[config.mk]
export PLATFORM = sky130hd
export DESIGN_NAME = char_store_flat
export DESIGN_NICKNAME = d
export VERILOG_FILES = /design/src/rtl/char_store_if.sv /design/src/rtl/char_store.sv /design/src/flat_wrapper.sv
export SDC_FILE = /design/constraint.sdc
export NUM_CORES = 1
export LEC_CHECK = 0
export CAP_MARGIN = 40
export CORE_UTILIZATION = 48
export CTS_CLUSTER_DIAMETER = 120
export CTS_CLUSTER_SIZE = 10
export DETAILED_ROUTE_END_ITERATION = 6
export PLACE_DENSITY = 0.84
export SYNTH_ARGS = -nofsm -noshare
export SYNTH_HDL_FRONTEND = slang
export SYNTH_SLANG_ARGS = --single-unit
[constraint.sdc]
create_clock -name clk -period 4 [get_ports clk]
set_input_delay 0.6 -clock clk [delete_from_list [all_inputs] [get_ports clk]]
set_output_delay 0.6 -clock clk [all_outputs]
set_load 0.02 [all_outputs]
[src/rtl/char_store_if.sv]
// Bundles the request, stream and memory-write signals of the char_store
// fill sequencer. The slave side is the sequencer; the master side drives
// requests and data and observes the write port.
interface char_store_if #(
  parameter int ADDR_WIDTH = 4,
  parameter int DATA_WIDTH = 8
);
  logic                  start;
  logic [ADDR_WIDTH-1:0] start_addr;
  logic [ADDR_WIDTH-1:0] end_addr;
  logic                  abort;
  logic                  in_valid;
  logic [DATA_WIDTH-1:0] in_data;
  logic                  in_ready;
  logic                  wr_en;
  logic [ADDR_WIDTH-1:0] wr_addr;
  logic [DATA_WIDTH-1:0] wr_data;
  logic                  busy;
  logic                  done;
  logic [ADDR_WIDTH:0]   count;

  modport master (
    output start, start_addr, end_addr, abort, in_valid, in_data,
    input  in_ready, wr_en, wr_addr, wr_data, busy, done, count
  );

  modport slave (
    input  start, start_addr, end_addr, abort, in_valid, in_data,
    output in_ready, wr_en, wr_addr, wr_data, busy, done, count
  );
endinterface

[src/rtl/char_store.sv]
// Write-side sequencer: after a start request it accepts a valid/ready
// stream and writes each beat to consecutive buffer addresses from the
// latched start address to the latched end address (wrapping), then
// pulses done. Abort cancels a fill without a done pulse.
module char_store #(
  parameter int ADDR_WIDTH = 4,
  parameter int DATA_WIDTH = 8
) (
  input  logic         clk,
  input  logic         rst,
  char_store_if.slave  bus
);

  typedef enum logic [1:0] {
    S_IDLE = 2'd0,
    S_RUN  = 2'd1,
    S_DONE = 2'd2
  } state_t;

  state_t                r_state;
  state_t                w_state_next;
  logic [ADDR_WIDTH-1:0] r_cur_addr;
  logic [ADDR_WIDTH-1:0] r_last_addr;
  logic                  r_wr_en;
  logic [ADDR_WIDTH-1:0] r_wr_addr;
  logic [DATA_WIDTH-1:0] r_wr_data;
  logic [ADDR_WIDTH:0]   r_count;

  logic w_in_ready;
  logic w_accept;
  logic w_start_ok;
  logic w_last_beat;

  // Ready depends only on state and abort so upstream never sees a
  // combinational path from its own valid.
  assign w_in_ready  = (r_state == S_RUN) && !bus.abort;
  assign w_accept    = bus.in_valid && w_in_ready;
  assign w_start_ok  = (r_state == S_IDLE) && bus.start && !bus.abort;
  // Address equality (not a beat counter) ends the fill, so a full-buffer
  // fill (end = start - 1) naturally runs all 2^ADDR_WIDTH beats.
  assign w_last_beat = w_accept && (r_cur_addr == r_last_addr);

  // Next-state selection; abort returns to IDLE from any state.
  always_comb begin
    w_state_next = r_state;
    case (r_state)
      S_IDLE: if (w_start_ok) w_state_next = S_RUN;
      S_RUN: begin
        if (bus.abort)        w_state_next = S_IDLE;
        else if (w_last_beat) w_state_next = S_DONE;
      end
      S_DONE:  w_state_next = S_IDLE;
      default: w_state_next = S_IDLE;
    endcase
  end

  // State register.
  always_ff @(posedge clk or posedge rst) begin
    if (rst) r_state <= S_IDLE;
    else     r_state <= w_state_next;
  end

  // Current/last address: latched on an honoured start, stepped per beat.
  always_ff @(posedge clk or posedge rst) begin
    if (rst) begin
      r_cur_addr  <= '0;
      r_last_addr <= '0;
    end else if (w_start_ok) begin
      r_cur_addr  <= bus.start_addr;
      r_last_addr <= bus.end_addr;
    end else if (w_accept) begin
      r_cur_addr  <= r_cur_addr + 1'b1;
    end
  end

  // Registered write port: one strobe per accepted beat, one cycle later.
  always_ff @(posedge clk or posedge rst) begin
    if (rst) begin
      r_wr_en   <= 1'b0;
      r_wr_addr <= '0;
      r_wr_data <= '0;
    end else begin
      r_wr_en <= w_accept;
      if (w_accept) begin
        r_wr_addr <= r_cur_addr;
        r_wr_data <= bus.in_data;
      end
    end
  end

  // Beat counter: cleared on start, held after done/abort until next start.
  always_ff @(posedge clk or posedge rst) begin
    if (rst)             r_count <= '0;
    else if (w_start_ok) r_count <= '0;
    else if (w_accept)   r_count <= r_count + 1'b1;
  end

  assign bus.in_ready = w_in_ready;
  assign bus.wr_en    = r_wr_en;
  assign bus.wr_addr  = r_wr_addr;
  assign bus.wr_data  = r_wr_data;
  assign bus.busy     = (r_state == S_RUN);
  assign bus.done     = (r_state == S_DONE);
  assign bus.count    = r_count;

endmodule

[src/flat_wrapper.sv]
// flat-port wrapper written by rule: the top's interface ports become plain ports
module char_store_flat 
#(
  parameter int ADDR_WIDTH = 4,
  parameter int DATA_WIDTH = 8
)
  (clk, rst, bus_start, bus_start_addr, bus_end_addr, bus_abort, bus_in_valid, bus_in_data, bus_in_ready, bus_wr_en, bus_wr_addr, bus_wr_data, bus_busy, bus_done, bus_count);
  char_store_if #(.ADDR_WIDTH(ADDR_WIDTH), .DATA_WIDTH(DATA_WIDTH)) bus_i ();
  input  logic clk;
  input  logic rst;
  input wire logic [$bits(bus_i.start)-1:0] bus_start;
  input wire logic [$bits(bus_i.start_addr)-1:0] bus_start_addr;
  input wire logic [$bits(bus_i.end_addr)-1:0] bus_end_addr;
  input wire logic [$bits(bus_i.abort)-1:0] bus_abort;
  input wire logic [$bits(bus_i.in_valid)-1:0] bus_in_valid;
  input wire logic [$bits(bus_i.in_data)-1:0] bus_in_data;
  output wire logic [$bits(bus_i.in_ready)-1:0] bus_in_ready;
  output wire logic [$bits(bus_i.wr_en)-1:0] bus_wr_en;
  output wire logic [$bits(bus_i.wr_addr)-1:0] bus_wr_addr;
  output wire logic [$bits(bus_i.wr_data)-1:0] bus_wr_data;
  output wire logic [$bits(bus_i.busy)-1:0] bus_busy;
  output wire logic [$bits(bus_i.done)-1:0] bus_done;
  output wire logic [$bits(bus_i.count)-1:0] bus_count;
  assign bus_i.start = bus_start;
  assign bus_i.start_addr = bus_start_addr;
  assign bus_i.end_addr = bus_end_addr;
  assign bus_i.abort = bus_abort;
  assign bus_i.in_valid = bus_in_valid;
  assign bus_i.in_data = bus_in_data;
  assign bus_in_ready = bus_i.in_ready;
  assign bus_wr_en = bus_i.wr_en;
  assign bus_wr_addr = bus_i.wr_addr;
  assign bus_wr_data = bus_i.wr_data;
  assign bus_busy = bus_i.busy;
  assign bus_done = bus_i.done;
  assign bus_count = bus_i.count;
  char_store #(.ADDR_WIDTH(ADDR_WIDTH), .DATA_WIDTH(DATA_WIDTH)) u_core (.clk(clk), .rst(rst), .bus(bus_i));
endmodule
; Yosys cells after proc, flatten, opt, wreduce, memory -nomap -nowiden
; Index checks and enable logic that the tools add are counted.
[op_classes]
eq_ne = 5
n_reduce_logical = 9
mux = 8
addsub = 2
[ops]
columns = op, count
row1 = $mux W5, 2
row2 = $mux W4, 2
row3 = $mux W2, 3
row4 = $add A5 B1 Y5 const B, 1
row5 = $logic_and A1 B1 Y1, 5
row6 = $add A4 B1 Y4 const B, 1
row7 = $eq A4 B4 Y1, 1
row8 = $pmux W2 S2, 1
row9 = $ne A3 B2 Y1 const B, 1
row10 = $eq A2 B1 Y1 const B, 1
row11 = $eq A2 B2 Y1 const B, 1
row12 = $logic_not A2 Y1, 1
row13 = $ne A2 B1 Y1 const B, 1
row14 = $reduce_and A2 Y1, 1
row15 = $reduce_bool A2 Y1, 1
row16 = $logic_not A1 Y1, 1
[totals]
output_inout_bits = 21
wordCells = 31
regBits = 28
in_bits = 21

; Longest topological paths before layout
[logic_depth]
word_depth = 7
mapped_depth = 5
ltp_nobuf = 4

; Worst setup path before layout
; No wires, ideal clock.
[synth_path]
kind = register -> output
start = register u_core.r_state[1]
end = output port bus_in_ready
setup_slack_ns = 2.307
required_ns = 3.400
arrival_ns = 1.093
n_path_buf = 0
stages_incl_launch_ff = 3
path_cell_list = dfrtp_1 > and2b_1 > nor2b_1
[synth_via]
elab_chain_cells = 2
[synth_lines]
columns = item, line
row1 = from (decl), char_store.sv:20  ; state_t r_state;
row2 = from (signal assigned), char_store.sv:60  ; else r_state <= w_state_next;
row3 = $eq A2 B1 Y1, -
row4 = net bus_busy, flat_wrapper.sv:21  ; output wire logic [$bits(bus_i.busy)-1:0] bus_busy;
row5 = $logic_and A1 B1 Y1, char_store.sv:36  ; assign w_in_ready = (r_state == S_RUN) && !bus.abort;
row6 = to (decl), flat_wrapper.sv:17  ; output wire logic [$bits(bus_i.in_ready)-1:0] bus_in_ready;
; The timed path passes the listed nets, and every way through them passes these cells.

; Final worst setup path
[layout_path]
start = input port bus_abort
end = output port bus_in_ready
[layout_via]
elab_chain_cells = 2
[layout_lines]
columns = item, line
row1 = from (decl), flat_wrapper.sv:14  ; input wire logic [$bits(bus_i.abort)-1:0] bus_abort;
row2 = $logic_not A1 Y1, char_store.sv:36
row3 = $logic_and A1 B1 Y1, char_store.sv:36
; Every way passes these cells.

==> reports/metrics.cfg <==
[clocking]
root_buffer=clkbuf_4
cts_hold_buf=0
htreeDepth=1
postCtsSetupBuffers=0
clockBufferDepth=2
ctsResizeCount=0
cts.clk_slew.worst_paths_ns=0.15
cts_tree=done
numCtsBuffers=3
insertion_delay_ns=0.33
cts_sinks=28

[logic_synthesis]
synth_simple_gate_area_share_pct=26.2
seq_area_frac_synth_pct=56.7
ys.warnings.count=0
synth_top_cell_by_area=dfrtp_1
synth_compound_area_share_pct=6.18
syn_avg_cell_area_um2=9.36
synth_area_leaders=dfrtp_1 57%, nand2_1 17%, xnor2_1 4.3%
synth_fa_ha_area_share_pct=2.03
synth_xor_area_share_pct=4.26
ys_types=24
synth_top_area_share_pct=56.7
syn_area_um2=1230
synth_seq_cells=28
synth_mux_area_share_pct=0.811
syn_nets=155
synthCells=132
synth_top_family_by_area=simple AND/OR/NAND/NOR gates

[placed_design]
dpl_cell_area_um2=1700
hpwl_um=2150
gp_congestion=0.774
dp.cells=201
port_buffers=41

[timing]
slew_headroom_pct=64.5
finalSetupViolations=0
final.setup.tns_ns=0
finalCritPeriodShare_pct=62.5
hold_viol=0
worst_pin_slew_ns=0.530
finalCriticalPeriod_ns=2.50
drv_slew=0
fmax_mhz=400
rsz0062_at_grt=false
finClkSkew_ns=0.00655

[finish]
fin_nets=199
drive_above_1_share_pct=6.29
layout.cells.non_filler=205
areaGrowthSynthToFinish_pct=40.6
diodes=0
design_area_um2=1740
final_cell_mix=57 x nand2_1, 41 x clkdlybuf4s50_1, 28 x dfrtp_1
layout_commonest_cell=nand2_1

[floorplan]
die_y_um=52.7
start_util_pct=50.3
die_x_um=52.7
num_rows=18
num_io_pins=42
core_um2=2450
die-area_um2=2780

[route]
vias_per_cell=5.17
drtIter0Drc=31
wl_um=2860
vias=1059
wl_per_cell_um=13.9
drc=0
drt_first_pass_iters=4
ant_nets=0

[worst_setup_path]
cp-end-kind=primary output
startpoint_type=input pin
worstPathRequired_ns=3.40
crit_fanout=4
criticalPathCategory=in -> out
arrival_ns=1.90

[run]
maxCapViolCount=0

[hold_path]
hp-class=reg -> reg

[grt]
overflow=0
grt_pass1_wl_um=4700
grt_max_degree=23
antenna_found_initial=0
first_global_vias=1063
track_usage_pct=23.7

[power]
p_leak_nw=0.805
vdd_ir_drop_max_mv=0.421
p_per_area_nw_per_um2=587
power.total_w=0.00102

[outcome]
status=complete, no violations

kinds of logic after synthesis:
group | Yosys count
buffers and inverters | 9
AOI/OAI and AO/OA | 12
DFF | 28
muxes | 1
adders and majority gates | 2
and+or+nand+nor | 74
xor gates and xnor gates | 6
synthesized netlist by cell type:
master,count
nand2_1,57
dfrtp_1,28
xnor2_1,6
buf_2,4
nor2_1,4
o21ai_0,4
a21oi_1,3
inv_1,3
or3_1,3
a31oi_1,2
ha_1,2
nand3_1,2
nand4_1,2
nor2b_1,2
and2b_1,1
buf_6,1
inv_2,1
mux2i_1,1
nand4bb_1,1
nor4b_1,1
o211ai_1,1
o211ai_2,1
o22a_1,1
or4b_4,1
worst paths after layout:
| path | end | from | cells past startpoint | slack (ns) |
|---|---|---|---|---|
| min in group asynchronous | u_core.bus.count[0] | rst | 2 | 0.51 |
| worst min register to register | u_core.bus.count[4] | u_core.bus.count[4] | 1 | 0.49 |
| worst max register to register | u_core.r_cur_addr[3] | u_core.r_state[1] | 4 | 2.08 |
| max in group asynchronous | u_core.bus.wr_data[4] | rst | 3 | 3.07 |
| worst min-delay path | u_core.bus.count[4] | u_core.bus.count[4] | 1 | 0.49 |
| worst max-delay path | bus_in_ready | bus_abort | 3 | 1.50 |
critical path, cell delays in order:
cell,delay [ns]
clkdlybuf4s50_1,0.47
nor2b_1,0.19
clkdlybuf4s50_1,0.63
stage by stage:
| stage | setup slack [ns] | util, % | hold WS (ns) |
|---|---|---|---|
| 3_5_place_dp | 1.41 | 69.3 | 0.470 |
| 2_1_floorplan | 2.31 | - | 0.464 |
| 6_report | 1.50 | 70.7 | 0.493 |
| 4_1_cts | 1.50 | 70.7 | 0.500 |
| 5_1_grt | 1.48 | 70.7 | 0.513 |
| 3_3_place_gp | 1.47 | 67.8 | 0.460 |
report_power, final:
group	switching (W)	internal [W]
combinational	0.000210	0.000213
sequential	0.0000825	0.000376
clock	0.0000825	0.0000558
flip-flops by register name (all words and copies together), names as in the netlist:
register            cells
u_core.bus.wr_data      8
u_core.bus.count        5
u_core.r_cur_addr       4
u_core.bus.wr_addr      4
u_core.r_last_addr      4
u_core.r_state          2
u_core.bus.wr_en        1
cell type report:
| cell class | count | area (um2) |
|---|---|---|
| Sequential cell | 28 | 701 |
| Inverter | 4 | 15.0 |
| Tap cell | 30 | 37.5 |
| Clock buffer | 4 | 36.3 |
| Fill cell | 186 | 718 |
| Timing Repair Buffer | 44 | 453 |
| Multi-Input combinational cell | 95 | 494 |
metal layers:
layer  track usage [%]  wire length (um)  up-vias
met5                 0                 0        -
met4              9.65                69        0
met3              2.90                96        9
met2              43.0              1520       30
met1              27.7              1170      507
li1                  -                 -      513
Note: power is estimated with default switching activity, not from simulation.
